`src/rtl/iob_merge_pkg.sv`:
```
// Shared IOb field layout and width helpers for the N-to-1 merger.
// REQ = {avalid, addr, wdata, wstrb}, RESP = {rdata, rvalid, ready}, LSB first from the right.
package iob_merge_pkg;

  typedef enum logic {
    ReqWrite,
    ReqRead
  } req_kind_e;

  localparam int unsigned RespReadyBit  = 0;
  localparam int unsigned RespRvalidBit = 1;
  localparam int unsigned RespRdataLsb  = 2;

  function automatic int unsigned idx_w(input int unsigned n);
    return (n <= 1) ? 1 : $clog2(n);
  endfunction

  function automatic int unsigned req_w(input int unsigned data_w, input int unsigned addr_w);
    return 1 + addr_w + data_w + data_w / 8;
  endfunction

  function automatic int unsigned resp_w(input int unsigned data_w);
    return data_w + 2;
  endfunction

endpackage

```
`src/rtl/iob_merge_if.sv`:
```
// Flat IOb buses around the merger: N master-side slots plus one slave-side slot.
// "slave" is the merger's view; "master" is the view of whatever surrounds it.
interface iob_merge_if
  import iob_merge_pkg::*;
#(
  parameter int unsigned DATA_W    = 32,
  parameter int unsigned ADDR_W    = 32,
  parameter int unsigned N_MASTERS = 2
);

  localparam int unsigned ReqW  = req_w(DATA_W, ADDR_W);
  localparam int unsigned RespW = resp_w(DATA_W);

  logic [N_MASTERS*ReqW-1:0]  m_req;
  logic [N_MASTERS*RespW-1:0] m_resp;
  logic [ReqW-1:0]            s_req;
  logic [RespW-1:0]           s_resp;

  modport master (
    output m_req,
    output s_resp,
    input  m_resp,
    input  s_req
  );

  modport slave (
    input  m_req,
    input  s_resp,
    output m_resp,
    output s_req
  );

endinterface

```
`src/rtl/iob_merge_rr_arb.sv`:
```
// Zero-cycle round-robin arbiter; a locked grant overrides the scan until accepted.
module iob_merge_rr_arb #(
  parameter int unsigned N_MASTERS = 2,
  parameter int unsigned NB        = 1
) (
  input  logic [N_MASTERS-1:0] req_i,
  input  logic [NB-1:0]        rr_ptr_i,
  input  logic                 lock_i,
  input  logic [NB-1:0]        lock_id_i,
  output logic [NB-1:0]        grant_o,
  output logic                 any_req_o
);

  logic        found;
  int unsigned idx;

  always_comb begin
    any_req_o = |req_i;
    grant_o   = rr_ptr_i;
    found     = 1'b0;
    idx       = 0;
    if (lock_i) begin
      grant_o = lock_id_i;
    end else begin
      for (int k = 0; k < N_MASTERS; k++) begin
        idx = (int'(rr_ptr_i) + k) % N_MASTERS;
        if (!found && req_i[idx]) begin
          grant_o = NB'(idx);
          found   = 1'b1;
        end
      end
    end
  end

endmodule

```
`src/rtl/iob_merge.sv`:
```
// N-master to 1-slave IOb merger: round-robin request arbitration with an in-order
// owner FIFO that routes each read response back to the master that issued it.
module iob_merge
  import iob_merge_pkg::*;
#(
  parameter int unsigned DATA_W    = 32,
  parameter int unsigned ADDR_W    = 32,
  parameter int unsigned N_MASTERS = 2,
  parameter int unsigned MAX_OUTST = 4
) (
  input  logic       clk_i,
  input  logic       arst_n_i,
  input  logic       cke_i,
  iob_merge_if.slave bus_io,
  output logic       err_o
);

  localparam int unsigned NB      = idx_w(N_MASTERS);
  localparam int unsigned WSTRB_W = DATA_W / 8;
  localparam int unsigned REQ_W   = req_w(DATA_W, ADDR_W);
  localparam int unsigned RESP_W  = resp_w(DATA_W);
  localparam int unsigned PTR_W   = $clog2(MAX_OUTST);
  localparam int unsigned CNT_W   = PTR_W + 1;

  logic [NB-1:0]    rr_ptr_q, rr_ptr_d;
  logic             lock_q, lock_d;
  logic [NB-1:0]    lock_id_q, lock_id_d;
  logic [NB-1:0]    fifo_q [MAX_OUTST];
  logic [NB-1:0]    fifo_d [MAX_OUTST];
  logic [PTR_W-1:0] wr_ptr_q, wr_ptr_d;
  logic [PTR_W-1:0] rd_ptr_q, rd_ptr_d;
  logic [CNT_W-1:0] count_q, count_d;
  logic             err_q, err_d;

  logic [N_MASTERS-1:0]        req_vld;
  logic [NB-1:0]               grant;
  logic                        any_req;
  logic [REQ_W-1:0]            g_req;
  req_kind_e                   g_kind;
  logic                        full, empty, block, s_go;
  logic                        s_ready, s_rvalid;
  logic [DATA_W-1:0]           s_rdata;
  logic                        accept, push, pop;
  logic [NB-1:0]               owner;
  logic [N_MASTERS*RESP_W-1:0] m_resp;

  always_comb begin
    req_vld = '0;
    for (int i = 0; i < N_MASTERS; i++) begin
      req_vld[i] = bus_io.m_req[i*REQ_W + REQ_W - 1];
    end
  end

  iob_merge_rr_arb #(
    .N_MASTERS(N_MASTERS),
    .NB       (NB)
  ) u_arb (
    .req_i    (req_vld),
    .rr_ptr_i (rr_ptr_q),
    .lock_i   (lock_q),
    .lock_id_i(lock_id_q),
    .grant_o  (grant),
    .any_req_o(any_req)
  );

  assign g_req    = bus_io.m_req[int'(grant)*REQ_W +: REQ_W];
  assign g_kind   = (g_req[WSTRB_W-1:0] == '0) ? ReqRead : ReqWrite;
  assign full     = (count_q == CNT_W'(MAX_OUTST));
  assign empty    = (count_q == '0);
  // A full FIFO stalls reads even when a pop lands in the same cycle.
  assign block    = (g_kind == ReqRead) && full;
  assign s_go     = any_req && !block;
  assign s_ready  = bus_io.s_resp[RespReadyBit];
  assign s_rvalid = bus_io.s_resp[RespRvalidBit];
  assign s_rdata  = bus_io.s_resp[RespRdataLsb +: DATA_W];
  assign accept   = s_go && g_req[REQ_W-1] && s_ready;
  assign push     = accept && (g_kind == ReqRead);
  assign pop      = s_rvalid && !empty;
  assign owner    = fifo_q[rd_ptr_q];

  assign bus_io.s_req  = s_go ? g_req : '0;
  assign bus_io.m_resp = m_resp;
  assign err_o         = err_q;

  always_comb begin
    m_resp = '0;
    for (int i = 0; i < N_MASTERS; i++) begin
      if (pop && (owner == NB'(i))) begin
        m_resp[i*RESP_W + RespRvalidBit]           = 1'b1;
        m_resp[i*RESP_W + RespRdataLsb +: DATA_W] = s_rdata;
      end
      if (s_go && (grant == NB'(i))) begin
        m_resp[i*RESP_W + RespReadyBit] = s_ready;
      end
    end
  end

  always_comb begin
    rr_ptr_d  = rr_ptr_q;
    lock_d    = lock_q;
    lock_id_d = lock_id_q;
    fifo_d    = fifo_q;
    wr_ptr_d  = wr_ptr_q;
    rd_ptr_d  = rd_ptr_q;
    count_d   = count_q;
    err_d     = err_q;

    if (accept) begin
      rr_ptr_d = (grant == NB'(N_MASTERS - 1)) ? '0 : grant + 1'b1;
      lock_d   = 1'b0;
    end else if (g_req[REQ_W-1]) begin
      // Pin the grant so a stalled master cannot be overtaken mid-handshake.
      lock_d    = 1'b1;
      lock_id_d = grant;
    end

    if (push) begin
      fifo_d[wr_ptr_q] = grant;
      wr_ptr_d         = wr_ptr_q + 1'b1;
    end
    if (pop) begin
      rd_ptr_d = rd_ptr_q + 1'b1;
    end

    case ({push, pop})
      2'b10:   count_d = count_q + 1'b1;
      2'b01:   count_d = count_q - 1'b1;
      default: count_d = count_q;
    endcase

    if (s_rvalid && empty) begin
      err_d = 1'b1;
    end
  end

  always_ff @(posedge clk_i or negedge arst_n_i) begin
    if (!arst_n_i) begin
      rr_ptr_q  <= '0;
      lock_q    <= 1'b0;
      lock_id_q <= '0;
      wr_ptr_q  <= '0;
      rd_ptr_q  <= '0;
      count_q   <= '0;
      err_q     <= 1'b0;
      for (int i = 0; i < MAX_OUTST; i++) begin
        fifo_q[i] <= '0;
      end
    end else if (cke_i) begin
      rr_ptr_q  <= rr_ptr_d;
      lock_q    <= lock_d;
      lock_id_q <= lock_id_d;
      wr_ptr_q  <= wr_ptr_d;
      rd_ptr_q  <= rd_ptr_d;
      count_q   <= count_d;
      err_q     <= err_d;
      for (int i = 0; i < MAX_OUTST; i++) begin
        fifo_q[i] <= fifo_d[i];
      end
    end
  end

endmodule

```
`src/flat_wrapper.sv`:
```
// flat-port wrapper written by rule: the top's interface ports become plain ports
module iob_merge_flat import iob_merge_pkg::*;
#(
  parameter int unsigned DATA_W    = 32,
  parameter int unsigned ADDR_W    = 32,
  parameter int unsigned N_MASTERS = 2,
  parameter int unsigned MAX_OUTST = 4
)
  (clk_i, arst_n_i, cke_i, err_o, bus_io_m_req, bus_io_s_resp, bus_io_m_resp, bus_io_s_req);
  iob_merge_if #(.DATA_W(DATA_W), .ADDR_W(ADDR_W), .N_MASTERS(N_MASTERS)) bus_io_i ();
  input  logic clk_i;
  input  logic arst_n_i;
  input  logic cke_i;
  output logic err_o;
  input wire logic [$bits(bus_io_i.m_req)-1:0] bus_io_m_req;
  input wire logic [$bits(bus_io_i.s_resp)-1:0] bus_io_s_resp;
  output wire logic [$bits(bus_io_i.m_resp)-1:0] bus_io_m_resp;
  output wire logic [$bits(bus_io_i.s_req)-1:0] bus_io_s_req;
  assign bus_io_i.m_req = bus_io_m_req;
  assign bus_io_i.s_resp = bus_io_s_resp;
  assign bus_io_m_resp = bus_io_i.m_resp;
  assign bus_io_s_req = bus_io_i.s_req;
  iob_merge #(.DATA_W(DATA_W), .ADDR_W(ADDR_W), .N_MASTERS(N_MASTERS), .MAX_OUTST(MAX_OUTST)) u_core (.clk_i(clk_i), .arst_n_i(arst_n_i), .cke_i(cke_i), .bus_io(bus_io_i), .err_o(err_o));
endmodule
```
`config.mk`:
```
export PLATFORM = sky130hd
export DESIGN_NAME = iob_merge_flat
export DESIGN_NICKNAME = d
export VERILOG_FILES = /design/src/rtl/iob_merge_pkg.sv /design/src/rtl/iob_merge_if.sv /design/src/rtl/iob_merge_rr_arb.sv /design/src/rtl/iob_merge.sv /design/src/flat_wrapper.sv
export SDC_FILE = /design/constraint.sdc
export NUM_CORES = 1
export LEC_CHECK = 0
export ABC_AREA = 1
export ABC_CLOCK_PERIOD_IN_PS = 2250
export CORE_AREA = 2 2 120 122
export DETAILED_ROUTE_END_ITERATION = 16
export DIE_AREA = 0 0 122 124
export PLACE_DENSITY = 0.68
export SLEW_MARGIN = 40
export SYNTH_ARGS = -nofsm -noshare
export SYNTH_HDL_FRONTEND = slang
export SYNTH_SLANG_ARGS = --single-unit
```
`constraint.sdc`:
```
create_clock -name clk_i -period 2.25 [get_ports clk_i]
set_input_delay 0.45 -clock clk_i [delete_from_list [all_inputs] [get_ports clk_i]]
set_output_delay 0.45 -clock clk_i [all_outputs]
set_load 0.02 [all_outputs]
```
-- Yosys cells after proc, flatten, opt, wreduce, memory -nomap -nowiden
Cells that the tools add are included.
- add/subtract/negate cells: 6
- multipliers: 1
- divide/modulo/power cells: 0
- $lt $le $gt $ge: 5
- equality and inequality tests: 3
- shift-type cells: 1
- muxes and demuxes: 24
- bitwise gates (word level): 5
- reductions and logical operators: 28
- operator list (cell ; count):
    $shiftx 138x9->69 ; 1
    $mux 69 ; 1
    $mux 33 ; 2
    $mux 1 ; 17
    $logic_and 1x1->1 ; 13
    $reduce_and 2->1 ; 6
    $mul 1x7->8 const B ; 1
    $ge 3x3->1 const B ; 2
    $not 2->3 ; 2
    $pmux 3 s2 ; 1
    $add 2x1->2 const B ; 2
    $bwmux 4 ; 1
    $logic_not 4->1 ; 1
    $lt 1x2->1 const B ; 2
    $reduce_bool 2->1 ; 2
    $add 3x1->3 const B ; 1
    $eq 3x3->1 const B ; 1
    $logic_not 1->1 ; 3
    $logic_not 3->1 ; 1
    $lt 3x1->1 const B ; 1
    $not 1->1 ; 3
    $reduce_and 3->1 ; 1
    $sub 3x1->3 const B ; 1
    $add 1x1->1 const B ; 2
    5 further kinds ; 5
- bits in registers: 15
- bits in latches: 0
- bits in writable memories: 0
- memory bits (read-only): 0
- output and inout bits: 138
- word-level logic and storage cells: 84
- memories: 0

-- Longest topological paths before layout
- depth after elaboration: 21
- gate-level depth with buffers: 16
- mapped depth without buffers: 16

-- Hierarchy
From an unflattened synthesis, not the netlist that was laid out.
- cells, all modules: 446
- area, all modules: 2326.0 um^2
- by module, submodules not included (module ; instances ; cells each ; area each (um^2) ; seq. area each (um^2)):
    iob_merge ; 1 ; 438 ; 2293.4 ; 375.4
    iob_merge_rr_arb ; 1 ; 8 ; 32.5 ; 0.0

-- Worst setup path after synthesis
OpenSTA, ideal clock, no wires.
- path type: input port to output port
- from: input port bus_io_m_req[68]
- to: output port bus_io_m_resp[0]
- arrival: 1837 ps
- required time: 1800 ps
- path slack: -37 ps
- stages: 13
- cell sequence: inv_1 -> nand2_1 -> nand2_1 -> nand2_2 -> nand2_4 -> nand2_1 -> nand2_1 -> nand2_1 -> nor2_2 -> nand3_2 -> o21ai_2 -> buf_6 -> nor3_1
- word-level cells in the longest chain between the ends: 17
- elaborated cells on any way between the ends: 21
- those cells by class: mul (1); shift (1); mux (10); bitwise (1); reduce/logical (8)
- RTL lines (item ; line ; RTL):
    start, declared ; flat_wrapper.sv:15 ; input wire logic [$bits(bus_io_i.m_req)-1:0] bus_io_m_req;
    $mux 1 (not written as such) (2 in a row) ; iob_merge_rr_arb.sv:27 ; if (!found && req_i[idx]) begin
    $mux 1 ; iob_merge_rr_arb.sv:27 ;
    $mux 1 ; iob_merge_rr_arb.sv:22 ; if (lock_i) begin
    $logic_not 1->1 ; iob_merge_rr_arb.sv:27 ;
    $logic_and 1x1->1 ; iob_merge_rr_arb.sv:27 ;
    $mux 1 ; iob_merge_rr_arb.sv:27 ;
    $mux 1 ; iob_merge_rr_arb.sv:22 ;
    $mul 1x7->8 ; iob_merge.sv:66 ; assign g_req = bus_io.m_req[int'(grant)*REQ_W +: REQ_W];
    $shiftx 138x9->69 ; iob_merge.sv:66 ;
    $logic_not 4->1 ; iob_merge.sv:67 ; assign g_kind = (g_req[WSTRB_W-1:0] == '0) ? ReqRead : ReqWrite;
    $mux 1 ; iob_merge.sv:67 ;
    $logic_and 1x1->1 ; iob_merge.sv:71 ; assign block = (g_kind == ReqRead) && full;
    $logic_not 1->1 ; iob_merge.sv:72 ; assign s_go = any_req && !block;
    $logic_and 1x1->1 ; iob_merge.sv:72 ;
    $logic_and 1x1->1 * ; iob_merge.sv:92 ; if (s_go && (grant == NB'(i))) begin
    $mux 1 * ; iob_merge.sv:92 ;
    end, declared ; flat_wrapper.sv:17 ; output wire logic [$bits(bus_io_i.m_resp)-1:0] bus_io_m_resp;
Every way passes the cells marked *; elsewhere a longest branch is shown, timed or not. The select of a mux whose other input is x is not followed.

-- Worst setup path in the final report
- from: register u_core.lock_q
- to: output port bus_io_s_req[58]
- word-level cells in the longest chain between the ends: 9
- RTL lines (item ; line ; RTL):
    start, declared ; iob_merge.sv:26 ; logic lock_q, lock_d;
    start signal, assigned ; iob_merge.sv:150 ; lock_q <= lock_d;
    $mux 1 * ; iob_merge_rr_arb.sv:22 ;
    $mul 1x7->8 * ; iob_merge.sv:66 ;
    $shiftx 138x9->69 * ; iob_merge.sv:66 ;
    $logic_not 4->1 ; iob_merge.sv:67 ;
    $mux 1 ; iob_merge.sv:67 ;
    $logic_and 1x1->1 ; iob_merge.sv:71 ;
    $logic_not 1->1 ; iob_merge.sv:72 ;
    $logic_and 1x1->1 ; iob_merge.sv:72 ;
    $mux 69 * ; iob_merge.sv:81 ; assign bus_io.s_req = s_go ? g_req : '0;
    end, declared ; flat_wrapper.sv:18 ; output wire logic [$bits(bus_io_i.s_req)-1:0] bus_io_s_req;
Every way passes the cells marked *; elsewhere a longest branch is shown, timed or not.

==> metrics.md <==
| Metric | Value |
|---|---|
| Synth warnings | 0 |
| Worst r2r src | u_core.lock_q |
| Met2 Use GR | 0.346 |
| Die Y-Extent | 124 um |
| CTS sink cnt | 15 |
| Initial drt markers | 169 |
| First drt pass iteration count | 6 |
| Fmax | 378 MHz |
| Die Width | 122 um |
| Core Region | 13,700 um2 |
| Placed Instances | 956 |
| Synth top area share | 0.274 |
| DRC violations left | 0 |
| Hold Path Class | register to register |
| Distinct cells, synth | 24 |
| IO Pins | 313 |
| Startpoint types | register |
| Detail Route Antenna Nets | 0 |
| Kind of critical path | register to primary output |
| Final setup violation count | 73 |
| Clk pin slew, worst setup/hold paths | 0.05 ns |
| Clock Skew | 0.00365 ns |
| Max Slew Vio Count | 0 |
| Initial Util | 0.171 |
| Hold Fails Final Rpt | 0 |
| Via density | 4.26 |
| Critical Path End Type | primary output |
| H-tree Lvls | 1 |
| Outcome | finished with violations |
| Port Buffers | 312 |
| GR Util met1 | 0.194 |
| Tcrit/Tclk final | 1.18 |
| Worst Tran Pin Value | 0.668 ns |
| Pwr dens | 1000 nW/um2 |
| Global-route met3 utilization | 0.0513 |
| Largest net degree at the start of global routing | 34 |
| Row count | 43 |
| Area Growth Syn to Fin | 174% |
| Failing checks | setup timing |
| Syn_nets | 635 |
| Worst vdd ir | 0.000465 V |
| Total GRT Usage | 0.182 |
| Final worst-path setup slack | -0.395 ns |
| Leading post-synthesis cells by cell area | nand2_1 (27%), dfrtp_1 (16%), a21oi_1 (14%) |
| Via count | 4,270 |
| RSZ-0062 raised after global routing | true |
| Crit path cell chain | a21oi_2 > nand2_4 > nand2_4 > nand2_2 > nand2_2 > nand2_2 > nor2_4 > nand3_4 > o21ai_4 > buf_12 > buf_16 > buf_6 > a21oi_4 > buf_6 |
| CP Launch Point | u_core.lock_q |
| Layout Nets | 1,005 |
| ANT cells | 0 |
| Clk_lat worst skew | 0.25 ns |
| Crit path buf inv count | 4 |
| Placer Congestion | 0.849 |
| Register Area | 377 um2 |
| Die area | 15,100 um2 |
| CTS tree | yes |
| Initial antenna violation count | 1 |
| Max clock buf depth | 2 |
| Most used cell, CP | nand2_2 |
| Min Tclk post-route | 2.65 ns |
| DR WL/cell | 15.7 um |
| Total power | 6.45 mW |
| Remaining global-route overflow | 0 |
| Multi-input gate area | 1940 um2 |
| Fillcell total | 1,407 |
| Leakage | 3.22 nW |
| Top cell type by total area after synthesis | nand2_1 |
| Final WL | 15,800 um |
| Crit path max-delay cell type | dfrtp_2 |
| Slowest stage delay, CP | 0.43 ns |
| Crit path max fanout | 6 |
| Max Cap Viol | 0 |
| Register area share after synthesis | 0.160 |
| Hold path start | u_core.err_o |
| #FFs+latches synth | 15 |
| Root Driver | clkbuf_16 |
| Critical Path AT | 2.20 ns |
| Max transition margin | 0.553 |
| GR peak layer | met2 |
| Data required, critical path | 1.80 ns |
| DP Wirelength | 11,800 um |
| Syn Std Cell Area | 2350 um2 |
| Cells after synthesis | 454 |
| Mean post-synth cell area | 5.17 um2 |
| Final std cells w/o fill | 1,003 |
| First-pass GRT wire length | 21,500 um |
| Crit path max-delay family | simple AND/OR/NAND/NOR gates |
| Layout cell share with drive strength beyond 1 | 0.362 |
| Vias in the first global route | 4,039 |
| Total CTS buffers | 3 |
## cells by family (layout without fill, tap and decap cells)
family / Yosys count / count (layout) / share of synthesized area
simple gates: 263 / 263 / 0.444
buf+inv: 87 / 455 / 0.171
compound gates: 79 / 80 / 0.174
flops: 15 / 15 / 0.160
fa+ha+maj: 6 / 6 / 0.0352
xor+xnor: 4 / 4 / 0.0149
## stage by stage
| step | utilization | setup TNS, ns | area, um2 | hold WS (ns) | setup WS (ns) |
|---|---|---|---|---|---|
| 6_report | 0.468 | -20.94 | 6420 | 0.468 | -0.395 |
| 5_1_grt | 0.468 | -29.52 | 6420 | 0.502 | -0.509 |
| 4_1_cts | 0.437 | -20.26 | 5990 | 0.476 | -0.440 |
| 3_5_place_dp | 0.428 | -93.82 | 5870 | 0.462 | -1.09 |
| 3_3_place_gp | 0.428 | -92.20 | 5870 | 0.461 | -1.09 |
| 2_1_floorplan | - | -0.0742 | 2350 | 0.154 | -0.0371 |
## power by group
group	internal [mW]	switching (mW)	total [mW]	leakage, nW
registers	0.371	0.0794	0.451	0.183
logic	2.49	3.16	5.65	3.00
clock network	0.240	0.110	0.351	0.0382
total	3.10	3.35	6.45	3.22
## per-layer routing
metal,share of wire,up-vias
li1,-,2126
met4,0.027,2
met5,0.00070,-
met3,0.10,29
met1,0.36,1884
met2,0.51,229
## repair_timing
| action | 4_1_cts | 5_1_grt |
|---|---|---|
| pin swaps | 9 | 11 |
| cloned | 4 | 4 |
| hold buffers | 0 | 0 |
| resized for setup | 527 | 215 |
| buffers inserted | 16 | 21 |
| setup endpoints to repair | 146 | 125 |
## layout make-up
cell class	instances	area share
clock buffer	4	0.0123
inverter	58	0.0351
multi-input combinational	353	0.303
sequential	15	0.0587
tap	180	0.0351
timing repair buffer	393	0.556
## cell usage after synthesis
cell,n
nand4_1,1
nand3_2,1
nand3b_1,3
nor2_2,2
nand2_4,1
nor2_1,73
nand4_2,1
nand2_2,1
ha_1,5
a21oi_2,1
nand3_1,7
nor3_1,2
o21ai_0,8
clkbuf_1,14
a21oi_1,67
inv_1,58
buf_2,6
dfrtp_1,15
o21ai_2,2
fa_1,1
xor2_1,4
o21bai_1,1
buf_6,9
nand2_1,171
## registers in the layout (all words and copies together) (netlist names)
| name | cells |
|---|---|
| u_core.err_o | 1 |
| u_core.count_q | 3 |
| u_core.lock_id_q | 1 |
| u_core.fifo_q | 4 |
| u_core.wr_ptr_q | 2 |
| u_core.rr_ptr_q | 1 |
| u_core.rd_ptr_q | 2 |
| u_core.lock_q | 1 |
## path summary, 6_finish.rpt
check,slack [ns],depth (start not counted),endpoint
min in group asynchronous,0.61,1,u_core.wr_ptr_q[0]
setup reg to reg,-0.12,16,u_core.count_q[2]
hold / removal,0.47,1,u_core.err_o
setup / recovery,-0.40,14,bus_io_s_req[58]
hold reg to reg,0.47,1,u_core.err_o
max in group asynchronous,1.17,1,u_core.lock_q
## layout by cell type (no fill, tap or decap), drive strengths merged
master,count
o21bai,1
dfrtp,15
nand4,2
dlygate4sd2,1
nand3b,3
buf,208
nor2,75
nor3,2
xor2,4
clkbuf,15
fa,1
clkdlybuf4s50,173
nand3,8
a21oi,68
o21ai,11
nand2,173
inv,58
ha,5
Note: power is estimated with default switching activity, not from simulation.
